### src/rtl/uart_core.sv
// Parametrised single-clock UART with independent TX and RX state machines.
// Both sides run from baud/oversample tick counters derived from clk.
//
//   state     | meaning
//   ----------+--------------------------------------------------
//   ST_IDLE   | line idle; TX waits for a handshake, RX waits for a falling edge
//   ST_START  | start bit (TX drives 0, RX confirms low at mid-bit)
//   ST_DATA   | DATA_BITS data bits, LSB first
//   ST_PARITY | optional parity bit (PARITY != 0 only)
//   ST_STOP   | stop bit(s); TX holds 1, RX checks the first one only
`timescale 1ns/1ps
module uart_core #(
    parameter int CLOCK_RATE = 100000000,
    parameter int BAUD_RATE  = 9600,
    parameter int DATA_BITS  = 8,
    parameter int PARITY     = 0,
    parameter int STOP_BITS  = 1,
    parameter int OVERSAMPLE = 16
) (
    input  logic                 clk,
    input  logic                 rst,
    input  logic                 rx,
    input  logic                 rxEn,
    output logic [DATA_BITS-1:0] rxData,
    output logic                 rxValid,
    output logic                 rxBusy,
    output logic                 rxParityErr,
    output logic                 rxFrameErr,
    output logic                 tx,
    input  logic                 txEn,
    input  logic                 txValid,
    output logic                 txReady,
    input  logic [DATA_BITS-1:0] txData,
    output logic                 txBusy,
    output logic                 txDone
);

    localparam int TX_DIV_RAW = CLOCK_RATE / BAUD_RATE;
    localparam int TX_DIV     = (TX_DIV_RAW < 1) ? 1 : TX_DIV_RAW;
    localparam int RX_DIV_RAW = CLOCK_RATE / (BAUD_RATE * OVERSAMPLE);
    localparam int RX_DIV     = (RX_DIV_RAW < 1) ? 1 : RX_DIV_RAW;
    localparam int TX_CW      = $clog2(TX_DIV + 1);
    localparam int RX_DW      = $clog2(RX_DIV + 1);
    localparam int OS_W       = $clog2(OVERSAMPLE + 1);
    localparam int BIT_W      = $clog2(DATA_BITS + 1);

    localparam logic [TX_CW-1:0] TX_RELOAD = TX_CW'(TX_DIV - 1);
    localparam logic [RX_DW-1:0] RX_RELOAD = RX_DW'(RX_DIV - 1);
    localparam logic [OS_W-1:0]  OS_HALF   = OS_W'(OVERSAMPLE / 2 - 1);
    localparam logic [OS_W-1:0]  OS_RELOAD = OS_W'(OVERSAMPLE - 1);
    localparam logic [BIT_W-1:0] DATA_LAST = BIT_W'(DATA_BITS - 1);
    localparam logic [BIT_W-1:0] STOP_LAST = BIT_W'(STOP_BITS - 1);
    localparam logic             ODD       = (PARITY == 2);

    localparam logic [2:0] ST_IDLE   = 3'd0;
    localparam logic [2:0] ST_START  = 3'd1;
    localparam logic [2:0] ST_DATA   = 3'd2;
    localparam logic [2:0] ST_PARITY = 3'd3;
    localparam logic [2:0] ST_STOP   = 3'd4;

    // ---------------- transmitter ----------------
    logic [2:0]           txState;
    logic [TX_CW-1:0]     txCnt;
    logic [BIT_W-1:0]     txBits;
    logic [DATA_BITS-1:0] txShift;
    logic                 txPar;
    logic                 txLine;
    logic                 txArmed;
    logic                 txAccept;
    logic                 txBitEnd;

    // txArmed keeps txReady low while rst is asserted even though the FSM sits in IDLE
    assign txReady  = txEn && txArmed && (txState == ST_IDLE);
    assign txAccept = txValid && txReady;
    assign txBitEnd = (txCnt == '0);
    assign txBusy   = (txState != ST_IDLE);
    assign txDone   = (txState == ST_STOP) && txBitEnd && (txBits == '0);
    assign tx       = txLine;

    always_ff @(posedge clk or posedge rst) begin
        if (rst) begin
            txState <= ST_IDLE;
            txCnt   <= '0;
            txBits  <= '0;
            txShift <= '0;
            txPar   <= 1'b0;
            txLine  <= 1'b1;
            txArmed <= 1'b0;
        end else begin
            txArmed <= 1'b1;
            if (txState == ST_IDLE) begin
                if (txAccept) begin
                    txState <= ST_START;
                    txCnt   <= TX_RELOAD;
                    txShift <= txData;
                    txPar   <= (^txData) ^ ODD;
                    txLine  <= 1'b0;
                end
            end else if (!txBitEnd) begin
                txCnt <= txCnt - 1'b1;
            end else begin
                txCnt <= TX_RELOAD;
                case (txState)
                    ST_START: begin
                        txState <= ST_DATA;
                        txLine  <= txShift[0];
                        txBits  <= DATA_LAST;
                    end
                    ST_DATA: begin
                        if (txBits != '0) begin
                            txShift <= txShift >> 1;
                            txLine  <= txShift[1];
                            txBits  <= txBits - 1'b1;
                        end else if (PARITY != 0) begin
                            txState <= ST_PARITY;
                            txLine  <= txPar;
                        end else begin
                            txState <= ST_STOP;
                            txLine  <= 1'b1;
                            txBits  <= STOP_LAST;
                        end
                    end
                    ST_PARITY: begin
                        txState <= ST_STOP;
                        txLine  <= 1'b1;
                        txBits  <= STOP_LAST;
                    end
                    ST_STOP: begin
                        if (txBits != '0) txBits <= txBits - 1'b1;
                        else              txState <= ST_IDLE;
                    end
                    default: txState <= ST_IDLE;
                endcase
            end
        end
    end

    // ---------------- receiver ----------------
    logic                 rxMeta;
    logic                 rxSync;
    logic                 rxPrev;
    logic [2:0]           rxState;
    logic [RX_DW-1:0]     rxDiv;
    logic [OS_W-1:0]      rxOs;
    logic [BIT_W-1:0]     rxBits;
    logic [DATA_BITS-1:0] rxShift;
    logic                 rxParBad;
    logic                 rxTick;
    logic                 rxSample;
    logic                 rxFall;

    assign rxTick   = (rxDiv == '0);
    assign rxSample = rxTick && (rxOs == '0);
    assign rxFall   = rxPrev && !rxSync;
    assign rxBusy   = (rxState != ST_IDLE);

    always_ff @(posedge clk or posedge rst) begin
        if (rst) begin
            rxMeta      <= 1'b1;
            rxSync      <= 1'b1;
            rxPrev      <= 1'b1;
            rxState     <= ST_IDLE;
            rxDiv       <= '0;
            rxOs        <= '0;
            rxBits      <= '0;
            rxShift     <= '0;
            rxParBad    <= 1'b0;
            rxData      <= '0;
            rxValid     <= 1'b0;
            rxParityErr <= 1'b0;
            rxFrameErr  <= 1'b0;
        end else begin
            rxMeta  <= rx;
            rxSync  <= rxMeta;
            rxPrev  <= rxSync;
            rxValid <= 1'b0;
            if (rxState == ST_IDLE) begin
                // first sample lands half a bit after the edge, then every full bit
                if (rxEn && rxFall) begin
                    rxState <= ST_START;
                    rxDiv   <= RX_RELOAD;
                    rxOs    <= OS_HALF;
                end
            end else if (!rxEn) begin
                rxState <= ST_IDLE;
            end else begin
                rxDiv <= rxTick ? RX_RELOAD : rxDiv - 1'b1;
                if (rxTick) rxOs <= (rxOs == '0) ? OS_RELOAD : rxOs - 1'b1;
                if (rxSample) begin
                    case (rxState)
                        ST_START: begin
                            if (rxSync) begin
                                rxState <= ST_IDLE;
                            end else begin
                                rxState <= ST_DATA;
                                rxBits  <= DATA_LAST;
                            end
                        end
                        ST_DATA: begin
                            rxShift <= {rxSync, rxShift[DATA_BITS-1:1]};
                            if (rxBits == '0) rxState <= (PARITY != 0) ? ST_PARITY : ST_STOP;
                            else              rxBits  <= rxBits - 1'b1;
                        end
                        ST_PARITY: begin
                            rxParBad <= rxSync ^ (^rxShift) ^ ODD;
                            rxState  <= ST_STOP;
                        end
                        ST_STOP: begin
                            rxState     <= ST_IDLE;
                            rxValid     <= 1'b1;
                            rxData      <= rxShift;
                            rxParityErr <= (PARITY != 0) && rxParBad;
                            rxFrameErr  <= !rxSync;
                        end
                        default: rxState <= ST_IDLE;
                    endcase
                end
            end
        end
    end

endmodule

### config.mk
export PLATFORM = sky130hd
export DESIGN_NAME = uart_core
export DESIGN_NICKNAME = d
export VERILOG_FILES = /design/src/rtl/uart_core.sv
export SDC_FILE = /design/constraint.sdc
export NUM_CORES = 1
export LEC_CHECK = 0
export ABC_CLOCK_PERIOD_IN_PS = 3350
export CORE_MARGIN = 2
export CORE_UTILIZATION = 55
export DETAILED_ROUTE_END_ITERATION = 10
export GPL_TIMING_DRIVEN = 0
export PLACE_DENSITY_LB_ADDON = 0.08
export SLEW_MARGIN = 5
export SYNTH_ARGS = -nofsm -noshare
export SYNTH_HDL_FRONTEND = slang
export SYNTH_SLANG_ARGS = --single-unit
### constraint.sdc
create_clock -name clk -period 3.35 [get_ports clk]
set_input_delay 0.67 -clock clk [delete_from_list [all_inputs] [get_ports clk]]
set_output_delay 0.67 -clock clk [all_outputs]
set_load 0.05 [all_outputs]
==> flow_summary.ini <==
[status]
status = finished clean

[logic_synthesis]
yosys.area.top_type_share = 0.469
ys_seq_area_frac = 0.497
ys_types = 63
ys_ff_latch = 74
synth.avg_cell_area_um2 = 10.3
synth_top_area_cell = dfrtp_1
synth_nets = 384
synthArstFlopShare = 1.00
synth_edf_count = 0
syn_area_um2 = 3730
synthTopCellsByArea = dfrtp_1, mux2_2, dfstp_2
yosys_warnings = 0
synth_ff_type = dfrtp_1
netlist_instances = 364

[setup_path]
critPathArrivalTime_ps = 2490
cp_slowest_cell = nor4_4
cp_cell_sequence = nor4_4 > nand3_1 > or2_2 > nor2_1 > dlygate4sd2_1
path_max_fanout = 10
critPathMaxStageDelay_ps = 550
required_ps = 2680
crit_buf_inv = 1
start_kind = flop
path_delay_family = simple AND/OR/NAND/NOR gates
crit_type = flop to output pin
endpoint_kind = output pin

[timing]
hold_violations = 0
min_period_ps = 3160
slew_headroom = 0.585
whs_ps = 367
period_share = 0.944
worst_pin_slew_ps = 614
tns_ps = 0
clock_skew_ps = 8.63
slew_violations = 0
post-route-worst-setup-slack_ps = 188
rsz0062_at_grt = false
fmax_ghz = 0.316
setup_viol = 0

[clocking]
clkTransAtPathRegs_ps = 90
clock_latency_ps = 350
cts.sinks = 74
cts_buffer_depth = 2
cts_tree = built
cts-htree-levels = 3
cts-root-buf = clkbuf_8
numCtsBuffers = 9

[die]
fp.dieW_um = 86.4
boundaryPins = 30
die_h_um = 86.4
num_rows = 30
core_um2 = 6680
initial_core_util = 0.559
dieArea_um2 = 7460

[place]
dp_slack_ps = 122
io_buffers = 28
placed_area_um2 = 4140
dpl.hpwl_mm = 5.13
gp_congestion = 0.892

[route]
vias = 2902
postRouteWirelength_mm = 7.31
dr.pass1.iters = 4
viasPerCell = 5.93
wl_per_cell_um = 14.9
ant_nets = 0
drt-initial-drc-count = 157
drc = 0

[finish]
area_growth_syn_to_layout_pct = 17.0
drive_gt1_frac = 0.134
layout.nets = 424
diodes = 0
design_area_um2 = 4370

[global_routing]
grtUsageTotal = 0.217
grt_antenna_before_repair = 0
grt_pass1_vias = 2837
grt_pass1_wl_mm = 13.0
grt_max_degree = 58
overflow = 0

[power_and_ir_drop]
ir_worst_vdd_v = 0.000481
p_leak_uw = 0.00182
power_density_nw_per_um2 = 520

[hold_path]
worst_hold_path_type = flop to flop

[flow_run]
drv_cap = 0
[metrics by stage]
stage	std cells	power, µW	util
6_report	489	2270	0.653
5_1_grt	489	2400	0.653
4_1_cts	489	2290	0.653
3_5_place_dp	473	1560	0.620
3_3_place_gp	472	1540	0.616
2_1_floorplan	364	1440	-
[cell type report]
| type | instances | area [µm²] |
|---|---|---|
| inverters | 21 | 81.3 |
| clock buffers | 9 | 124 |
| repair buffers | 29 | 302 |
| plain buffers | 12 | 51.3 |
| well taps | 80 | 100 |
| clock inverters | 7 | 82.6 |
| flip-flops and latches | 74 | 1860 |
| multi-input cells | 257 | 1770 |
| fillers | 559 | 2320 |
[metal layers]
metal	vias up	share of wire	global-route usage
met4	0	0.012	0.0923
met2	43	0.48	0.346
li1	1443	-	-
met5	-	0	0
met3	7	0.023	0.0324
met1	1409	0.49	0.298
[registers in the layout, indices dropped and copies added, names as in the netlist]
register	flops
rxFrameErr	1
rxPrev	1
txArmed	1
rxSync	1
rxDiv	10
txShift	8
txState	3
txBits	4
rxBits	4
rxData	8
txCnt	14
rxState	3
tx	1
rxValid	1
rxMeta	1
rxShift	8
rxOs	5
[cell families after synthesis]
logic type / count (synthesis) / synth area share
AOI/OAI and AO/OA: 88 / 0.168
xor gates and xnor gates: 4 / 0.00939
adders and majority gates: 6 / 0.0201
buffers and inverters: 33 / 0.0349
DFF: 74 / 0.497
muxes: 19 / 0.0570
other: 2 / 0.00201
and+or+nand+nor: 138 / 0.212
[worst reg2reg max path: stages, from the launching register on]
cell and delay [ps]:
dfrtp_1 400, inv_1 90, ha_1 210, nor4b_2 530, and4_1 350, nand3_1 390
mux2_2 420
[worst paths after layout]
check / startpoint / to / slack, ps / depth (start not counted)
worst max-delay path: txCnt[4]$_DFFE_PP0P_ / txDone / 190 / 5
worst min-delay path: rxMeta$_DFF_PP1_ / rxSync$_DFF_PP1_ / 370 / 0
worst max register to register: rxOs[0]$_DFFE_PP0P_ / rxData[4]$_DFFE_PP0P_ / 850 / 6
worst min register to register: rxMeta$_DFF_PP1_ / rxSync$_DFF_PP1_ / 370 / 0
max in group asynchronous: rst / tx$_DFFE_PP1P_ / 2140 / 3
min in group asynchronous: rst / rxOs[4]$_DFFE_PP0P_ / 600 / 2
[synth_stat cells (all sizes together), types with 3 or more instances]
cell and n:
dfrtp 70, buf 3, nor2 25, or3b 4, xor2 4, o41ai 3
nor3b 5, dfstp 4, o211ai 9, a31oi 5, nand4 7, nand3 18
nand2b 4, inv 21, o221a 7, nor3 13, o31a 5, a21oi 11
or4 4, nor4 6, ha 6, o31ai 7, o21ai 22, or3 14
nand2 21, clkbuf 9, mux2 18, nor4b 3, and3 4
[cells in the final DEF (no fill, tap or decap), types with 5 or more instances in the layout]
cell / Yosys / layout
or3_1: 14 / 14
mux2_2: 16 / 16
o31ai_1: 6 / 6
inv_1: 19 / 18
nand4_1: 7 / 7
nor3_1: 11 / 10
clkdlybuf4s50_1: 0 / 26
a21oi_1: 11 / 11
o21ai_0: 20 / 20
ha_1: 6 / 6
clkbuf_8: 0 / 9
nand3_1: 18 / 18
o221a_1: 7 / 7
nand2_1: 21 / 21
o31a_1: 5 / 5
dfrtp_1: 70 / 70
a31oi_1: 5 / 5
clkbuf_1: 9 / 9
nor2_1: 25 / 25
o211ai_1: 9 / 9
[where the power goes]
part           internal, µW  switching, µW
logic                   174            245
registers              1000            127
clock network           357            364
[timing repair]
action	in CTS	in global routing
hold buffers	0	0
buffers inserted	0	0
endpoints found under the hold margin	0	0
resized for setup	5	3
setup endpoints to repair	2	2
Power figures use the tool's default switching activity.
